$ cat config.mk
export PLATFORM = sky130hd
export DESIGN_NAME = if_fetch
export DESIGN_NICKNAME = d
export VERILOG_FILES = /design/src/rtl/if_fetch_pkg.sv /design/src/rtl/if_fetch_adder.sv /design/src/rtl/if_fetch.sv
export SDC_FILE = /design/constraint.sdc
export NUM_CORES = 1
export LEC_CHECK = 0
export ABC_AREA = 1
export CORE_UTILIZATION = 30
export CTS_BUF_LIST = sky130_fd_sc_hd__clkbuf_2
export DETAILED_ROUTE_END_ITERATION = 10
export PLACE_DENSITY = 0.59
export SYNTH_ARGS = -nofsm -noshare
export SYNTH_HDL_FRONTEND = slang
export SYNTH_SLANG_ARGS = --single-unit
export TNS_END_PERCENT = 10
$ cat constraint.sdc
create_clock -name clk -period 12.27 [get_ports clk]
set_input_delay 2.454 -clock clk [delete_from_list [all_inputs] [get_ports clk]]
set_output_delay 2.454 -clock clk [all_outputs]
set_load 0.01 [all_outputs]
$ cat src/rtl/if_fetch_pkg.sv
// Shared CPU definitions for the instruction fetch stage: FSM encoding,
// the canonical NOP used for IF/ID bubbles, and the default reset vector.
package if_fetch_pkg;

  typedef enum logic [1:0] {
    FETCH = 2'd0,
    FULL  = 2'd1,
    DRAIN = 2'd2
  } fetch_state_t;

  localparam logic [31:0] NOP_INSTR        = 32'h0000_0013;
  localparam logic [31:0] RESET_PC_DEFAULT = 32'h0000_0000;

endpackage

$ cat src/rtl/if_fetch_adder.sv
// Plain 32-bit ripple-style adder used for the sequential PC increment.
module adder_32bits (
  input  logic [31:0] a,
  input  logic [31:0] b,
  input  logic        ci,
  output logic [31:0] s,
  output logic        co
);

  assign {co, s} = {1'b0, a} + {1'b0, b} + {32'b0, ci};

endmodule

$ cat src/rtl/if_fetch.sv
// Instruction fetch stage: single-outstanding imem request, one-entry hold
// buffer for load-use stalls, and redirect handling that never leaks stale words.
module if_fetch
  import if_fetch_pkg::*;
#(
  parameter logic [31:0] RESET_PC = RESET_PC_DEFAULT
) (
  input  logic        clk,
  input  logic        reset,
  input  logic        IFWrite,
  input  logic        Branch,
  input  logic        Jump,
  input  logic [31:0] JumpAddr,
  output logic        imem_req,
  output logic [31:0] imem_addr,
  input  logic        imem_ready,
  input  logic [31:0] imem_rdata,
  output logic [31:0] Instruction_id,
  output logic [31:0] PC_id,
  output logic        valid_id
);

  fetch_state_t state, state_d;
  logic [31:0]  pc, pc_d;
  logic [31:0]  target, target_d;
  logic [31:0]  hold, hold_d;
  logic [31:0]  instr_d, pcid_d;
  logic         valid_d;
  logic [31:0]  pc_plus4;
  logic         pc_carry_unused;
  logic         redirect_take;
  logic [31:0]  jump_target;

  adder_32bits u_pc_inc (
    .a  (pc),
    .b  (32'd4),
    .ci (1'b0),
    .s  (pc_plus4),
    .co (pc_carry_unused)
  );

  // A redirect only counts for a real instruction that ID is allowed to advance.
  assign redirect_take = (Branch | Jump) & valid_id & IFWrite;
  assign jump_target   = JumpAddr & 32'hFFFF_FFFC;

  always_comb begin
    state_d   = state;
    pc_d      = pc;
    target_d  = target;
    hold_d    = hold;
    instr_d   = Instruction_id;
    pcid_d    = PC_id;
    valid_d   = valid_id;
    imem_req  = 1'b1;
    imem_addr = pc;

    case (state)
      FETCH: begin
        if (redirect_take) begin
          instr_d = NOP_INSTR;
          valid_d = 1'b0;
          if (imem_ready) begin
            pc_d = jump_target;
          end else begin
            // Memory still owes us a word for the old pc; wait it out.
            target_d = jump_target;
            state_d  = DRAIN;
          end
        end else if (imem_ready) begin
          if (IFWrite) begin
            instr_d = imem_rdata;
            pcid_d  = pc;
            valid_d = 1'b1;
            pc_d    = pc_plus4;
          end else begin
            hold_d  = imem_rdata;
            state_d = FULL;
          end
        end else if (IFWrite) begin
          instr_d = NOP_INSTR;
          valid_d = 1'b0;
        end
      end

      FULL: begin
        imem_req = 1'b0;
        if (redirect_take) begin
          instr_d = NOP_INSTR;
          valid_d = 1'b0;
          pc_d    = jump_target;
          state_d = FETCH;
        end else if (IFWrite) begin
          instr_d = hold;
          pcid_d  = pc;
          valid_d = 1'b1;
          pc_d    = pc_plus4;
          state_d = FETCH;
        end
      end

      DRAIN: begin
        instr_d = NOP_INSTR;
        valid_d = 1'b0;
        if (imem_ready) begin
          pc_d    = target;
          state_d = FETCH;
        end
      end

      default: begin
        state_d = FETCH;
      end
    endcase
  end

  always_ff @(posedge clk or posedge reset) begin
    if (reset) begin
      state          <= FETCH;
      pc             <= RESET_PC;
      target         <= 32'h0;
      hold           <= 32'h0;
      Instruction_id <= NOP_INSTR;
      PC_id          <= 32'h0;
      valid_id       <= 1'b0;
    end else begin
      state          <= state_d;
      pc             <= pc_d;
      target         <= target_d;
      hold           <= hold_d;
      Instruction_id <= instr_d;
      PC_id          <= pcid_d;
      valid_id       <= valid_d;
    end
  end

endmodule

Word level (Yosys, flattened, before mapping)
Cells that the tools add are included.
{"block": "word_totals", "reg_bits": 161, "inputBits": 70, "output_inout_bits": 98}
{"block": "op_classes", "n_addsub": 1, "eq_ne": 12, "mux": 34, "n_bitwise": 6, "reduce_logical": 10}
{"cell": "two-way mux 32 bit", "n": 16}
{"cell": "case mux 32 bit (3 select lines)", "n": 2}
{"cell": "case mux 32 bit (2 select lines)", "n": 1}
{"cell": "adder 32 x 3 -> 32 bit (second input constant)", "n": 1}
{"cell": "!= test 3 bit (second input constant)", "n": 5}
{"cell": "two-way mux 2 bit", "n": 7}
{"cell": "AND reduction 3 bit", "n": 3}
{"cell": "!= test 2 bit (second input constant)", "n": 4}
{"cell": "AND reduction 4 bit", "n": 2}
{"cell": "two-way mux 1 bit", "n": 6}
{"cell": "case mux 2 bit (3 select lines)", "n": 1}
{"cell": "AND reduction 5 bit", "n": 1}
{"cell": "!= test 4 bit (second input constant)", "n": 1}
{"cell": "inverter 1 bit", "n": 3}
{"cell": "case mux 1 bit (3 select lines)", "n": 1}
{"cell": "nonzero test 3 bit", "n": 1}
{"cell": "bitwise AND 1 bit", "n": 2}
{"cell": "== test 2 x 1 -> 1 bit (second input constant)", "n": 1}
{"cell": "== test 2 bit (second input constant)", "n": 1}
{"cell": "logical NOT 2 bit", "n": 1}
{"cell": "AND reduction 2 bit", "n": 1}
{"cell": "nonzero test 2 bit", "n": 1}
{"cell": "bitwise OR 1 bit", "n": 1}

Longest topological paths before layout
{"block": "logic_depth", "depth_word": 5, "mapped_depth": 11, "ltp_nobuf": 11}

Cells and area by module
Synthesis repeated with hierarchy kept, for this count alone.
{"block": "unflattened", "hier_cells": 1475, "area_unflattened_um2": 9774.4}
{"mod": "if_fetch", "n_inst": 1, "cells_per_inst": 970, "area_per_inst_um2": 7380.8, "seq_area_each_um2": 4032.6}
{"mod": "adder_32bits", "n_inst": 1, "cells_per_inst": 505, "area_per_inst_um2": 2393.5, "seq_area_each_um2": 0.0}

Least setup slack after synthesis
Ideal clock, no wire load.
{"block": "synth_path", "kind": "input to register", "from": "input port Jump", "to": "register Instruction_id[10]", "arrival_time_ns": 3.362, "required_ns": 12.204, "setup_slack_ns": 8.842, "path_stages": 8, "path_buffers": 3, "cell_sequence": "o21ai_1 > nor2_4 > inv_2 > buf_6 > buf_6 > buf_2 > nand3_1 > nand2_1"}
{"block": "synth_between", "elab_chain_len": 5, "word_cells_on_any_way": 9, "classes_between": "2 x eq/ne; 3 x mux; 3 x bitwise; 1 x reduce/logical"}
{"item": "start, declared", "line_no": "if_fetch.sv:12", "text": "input logic Jump,"}
{"item": "bitwise OR 1 bit (*)", "line_no": "if_fetch.sv:43", "text": "assign redirect_take = (Branch | Jump) & valid_id & IFWrite;"}
{"item": "bitwise AND 1 bit (*) (2 in series)", "line_no": "if_fetch.sv:43"}
{"item": "!= test 3 bit (no line) (tied with other cells)"}
{"item": "AND reduction 3 bit (no line) / case mux 32 bit (3 select lines) (equally long branches)"}
{"item": "end signal, assigned", "line_no": "if_fetch.sv:130", "text": "Instruction_id <= instr_d;"}
{"item": "end, declared", "line_no": "if_fetch.sv:18", "text": "output logic [31:0] Instruction_id,"}
Mark *: on every way between the ends. The rest lies on a longest branch, timed or not.
A chain may end at the register's enable or synchronous reset.

Worst setup path after layout
{"block": "layout_path", "from": "register state[1]", "to": "output port imem_req"}
{"block": "layout_between", "elab_chain_len": 2}
{"item": "start, declared", "line_no": "if_fetch.sv:23", "text": "fetch_state_t state, state_d;"}
{"item": "start signal, assigned", "line_no": "if_fetch.sv:126", "text": "state <= state_d;"}
{"item": "== test 2 x 1 -> 1 bit", "line_no": "if_fetch.sv:57", "text": "case (state)"}
{"item": "two-way mux 1 bit", "line_no": "if_fetch.sv:57"}
{"item": "end, declared", "line_no": "if_fetch.sv:14", "text": "output logic imem_req,"}
No other way between the ends.

==> impl_results.md <==
* Drt pass-1 iters at 5
* Reg2reg end: imem_addr[4]
* Post_cts resized at 0
* Arr. time, crit path at 2.12 ns
* Clk_lat worst skew at 0.75 ns
* Pin count of the biggest net entering global routing at 91
* Number of global-route vias before repair at 6721
* CP bufs+invs at 3
* First-pass GRT wire length at around 36000 um
* Most used cell, CP: inv_1
* Critical path depth in cells at 4
* Core footprint at 0.0260 mm^2
* Status: finished, final reports clean
* Fin. max-slew vios at 0
* Crit Path Max Fanout at 4
* Met1 WL at 10500 um
* Power share of the clock group at 15.8%
* Routed via count at 7153
* DR WL met2 at 10600 um
* Sw frac at 42.1%
* HP Class: reg -> reg
* CP startpoint: state[1]
* DR vias/cell at 4.68
* Path depth of the worst reg2reg path at 9
* Area Overhead vs Synth at 26.3%
* Wirelength, routed at around 23000 um
* Register Area at slightly below 0.004 mm^2
* Internal at approximately 1300 uW
* FMAX at around 0.22 GHz
* Num CTS Buffers at 17
* Clk_skew at 0.0560 ns
* Reg clk slew, reported paths at 0.25 ns
* Initial DRC Count at around 540
* Flops & latches, synth at 157
* Setup Total Neg Slack at 0 ns
* Final hold slack at approximately 0.52 ns
* CTS tree: built
* Initial antenna violation count at 2
* Clock sinks at 157
* Crit path kind: reg -> out
* VDD IR max at 0.0000991 V
* Worst setup SP type: flop
* Tot GR Track Use at between 10% and 20%
* Crit share post-route at 37.3%
* Cts hold-fix bufs at 0
* Die ar. at about 0.027 mm^2
* Crit-path cells: inv_1 -> ha_1 -> inv_1 -> clkdlybuf4s50_1
* Power per Cell Area at 228 mW/mm^2
* Final Hold Viols at 0
* Final RePlAce weighted congestion at 0.890
* Reg-to-reg startpoint: state[0]
* FP Rows at 59
* Ports at 168
* P_sw at 962 uW
* GRT overflow at 0
* Crit path capture: imem_req
* Drt wl/cell at 15.1 um
* Post-Syn Area at about 0.008 mm^2
* Final Power at 2280 uW
* Combinational share of power at 44.9%
* Clock Tree Root: clkbuf_2
* CP max stage cell: clkdlybuf4s50_1
* Rel. slew slack at 24.3%
* Multi-input logic area at around 0.0033 mm^2
* Hpwl dp at approximately 15000 um
* Maximum clock insertion buffer count at 2
* Filler cells at 2750
* Max Cap Violations at 0
* Layout cells sized above 1 at 5.71%
* RSZ-0062 raised after global routing: false
* IO buf count at 161
* Share of power burned in registers at about two fifths
* Critical path required time at between 9 and 10 ns
* Cells after Synth at ~1000
* Largest stage delay on the critical path at 0.58 ns
* Final antenna-violating net count at 0
* Nets at ~1300
* H-tree depth at 4
* Top routing layer in use: met4
* Postcts setup bufs at 0
* Leakage at 0.00490 uW
* Post-synth cell types at 36
* Register area share after synthesis at 49.5%
* Chip height at 165 um
* Initial core utilization at 30.6%
* Min cycle time layout at between 4 and 5 ns
* WL met3 at 1690 um
* YS warnings at 0
* Synthesized area per cell at 7.58 um^2
* Final setup fails at 0
* DRC Markers at 0
* R2r setup slk at 9.42 ns
* Worst Max-Slew Pin Slew at 1.13 ns
* Crit. End Element: output pin
* Die width at 165 um
* Crit path max-delay family: buffers and inverters
-- power by group through the flow --
stage	combinational (uW)	clock (uW)	sequential, uW
6_report	1020	361	897
5_1_grt	1160	395	927
4_1_cts	1040	374	897
3_5_place_dp	1030	0	908
3_3_place_gp	1020	0	903
2_1_floorplan	578	0	922
-- cell usage in the layout (no fill, tap or decap), types with 4 or more instances in the layout --
master	instances
o21ai_0	92
inv_1	105
dfrtp_1	154
buf_4	4
o22ai_1	4
ha_1	5
inv_2	7
o211ai_1	5
clkdlybuf4s50_1	161
clkbuf_2	17
o21ai_1	54
nor2_2	5
inv_6	5
nand3_1	84
nor2_1	65
nand2_1	333
a21oi_1	48
nor2_4	4
bufinv_16	4
conb_1	4
-- tightest hold or removal path: stages (launching register included) --
cell and delay (ns):
dfrtp_1 0.40, nand2_1 0.05, nand2_1 0.06
-- metrics by stage --
stage          cells  instance area [um^2]  setup slack, ns  util (%)
2_1_floorplan   1050                  7950             5.59         -
3_3_place_gp    1494                  9720             7.04      37.4
3_5_place_dp    1494                  9720             7.03      37.4
4_1_cts         1526                 10000             7.61      38.6
5_1_grt         1527                 10000             7.50      38.6
6_report        1527                 10000             7.69      38.6
-- flip-flops by register name, indices dropped and copies added (netlist names) --
name	count
Instruction_id	32
PC_id	30
hold	32
imem_addr	30
state	2
target	30
valid_id	1
-- synth_stat cells, drive strengths merged --
master | number | area [um^2]
xnor2 | 1 | 8.76
and2 | 1 | 6.26
o211ai | 5 | 37.5
nand3 | 87 | 448
o22ai | 5 | 37.5
a31oi | 1 | 6.26
mux2 | 3 | 33.8
xor2 | 1 | 8.76
a21oi | 49 | 257
clkbuf | 21 | 78.8
o21ai | 147 | 739
clkinv | 2 | 8.75
ha | 5 | 62.6
dfrtp | 154 | 3850
o21bai | 1 | 7.51
dfstp | 3 | 78.8
a22oi | 2 | 15.0
nand2 | 336 | 1270
nor2 | 74 | 320
conb | 1 | 3.75
buf | 35 | 231
inv | 113 | 424
-- cell type report --
type / instances / share of cell area (%)
timing repair buffer: 165 / 16.4
inverter: 115 / 4.37
tap: 335 / 4.18
clock buffer: 17 / 0.848
sequential: 157 / 39.2
clock inverter: 15 / 2.26
multi-input combinational: 722 / 32.8
antenna: 1 / 0.0249
-- layer usage --
metal | GRT usage (%) | vias to the layer above
met5 | 0 | -
met4 | 4.63 | 0
met3 | 4.80 | 19
met2 | 27.7 | 201
met1 | 23.1 | 3341
li1 | - | 3592
-- how the worst min path moves through the flow --
stage	startpoint	endpoint	slack [ns]	cells after the start
3_3_place_gp	target[2]	target[2]	0.46	2
5_1_grt	PC_id[12]	PC_id[12]	0.54	2
6_report	Instruction_id[3]	Instruction_id[3]	0.52	2
4_1_cts	target[29]	target[29]	0.52	2
3_5_place_dp	Instruction_id[8]	Instruction_id[8]	0.46	2
2_1_floorplan	target[2]	target[2]	0.44	2
-- cell families after synthesis --
group,Yosys count,share of synthesized area (%)
compound gates,210,13.8
fa+ha+maj,5,0.788
flops,157,49.5
simple gates,498,25.8
other cells,1,0.0472
mux,3,0.425
buf+inv,171,9.36
xor+xnor,2,0.221
(Power assumes the default switching activity.)
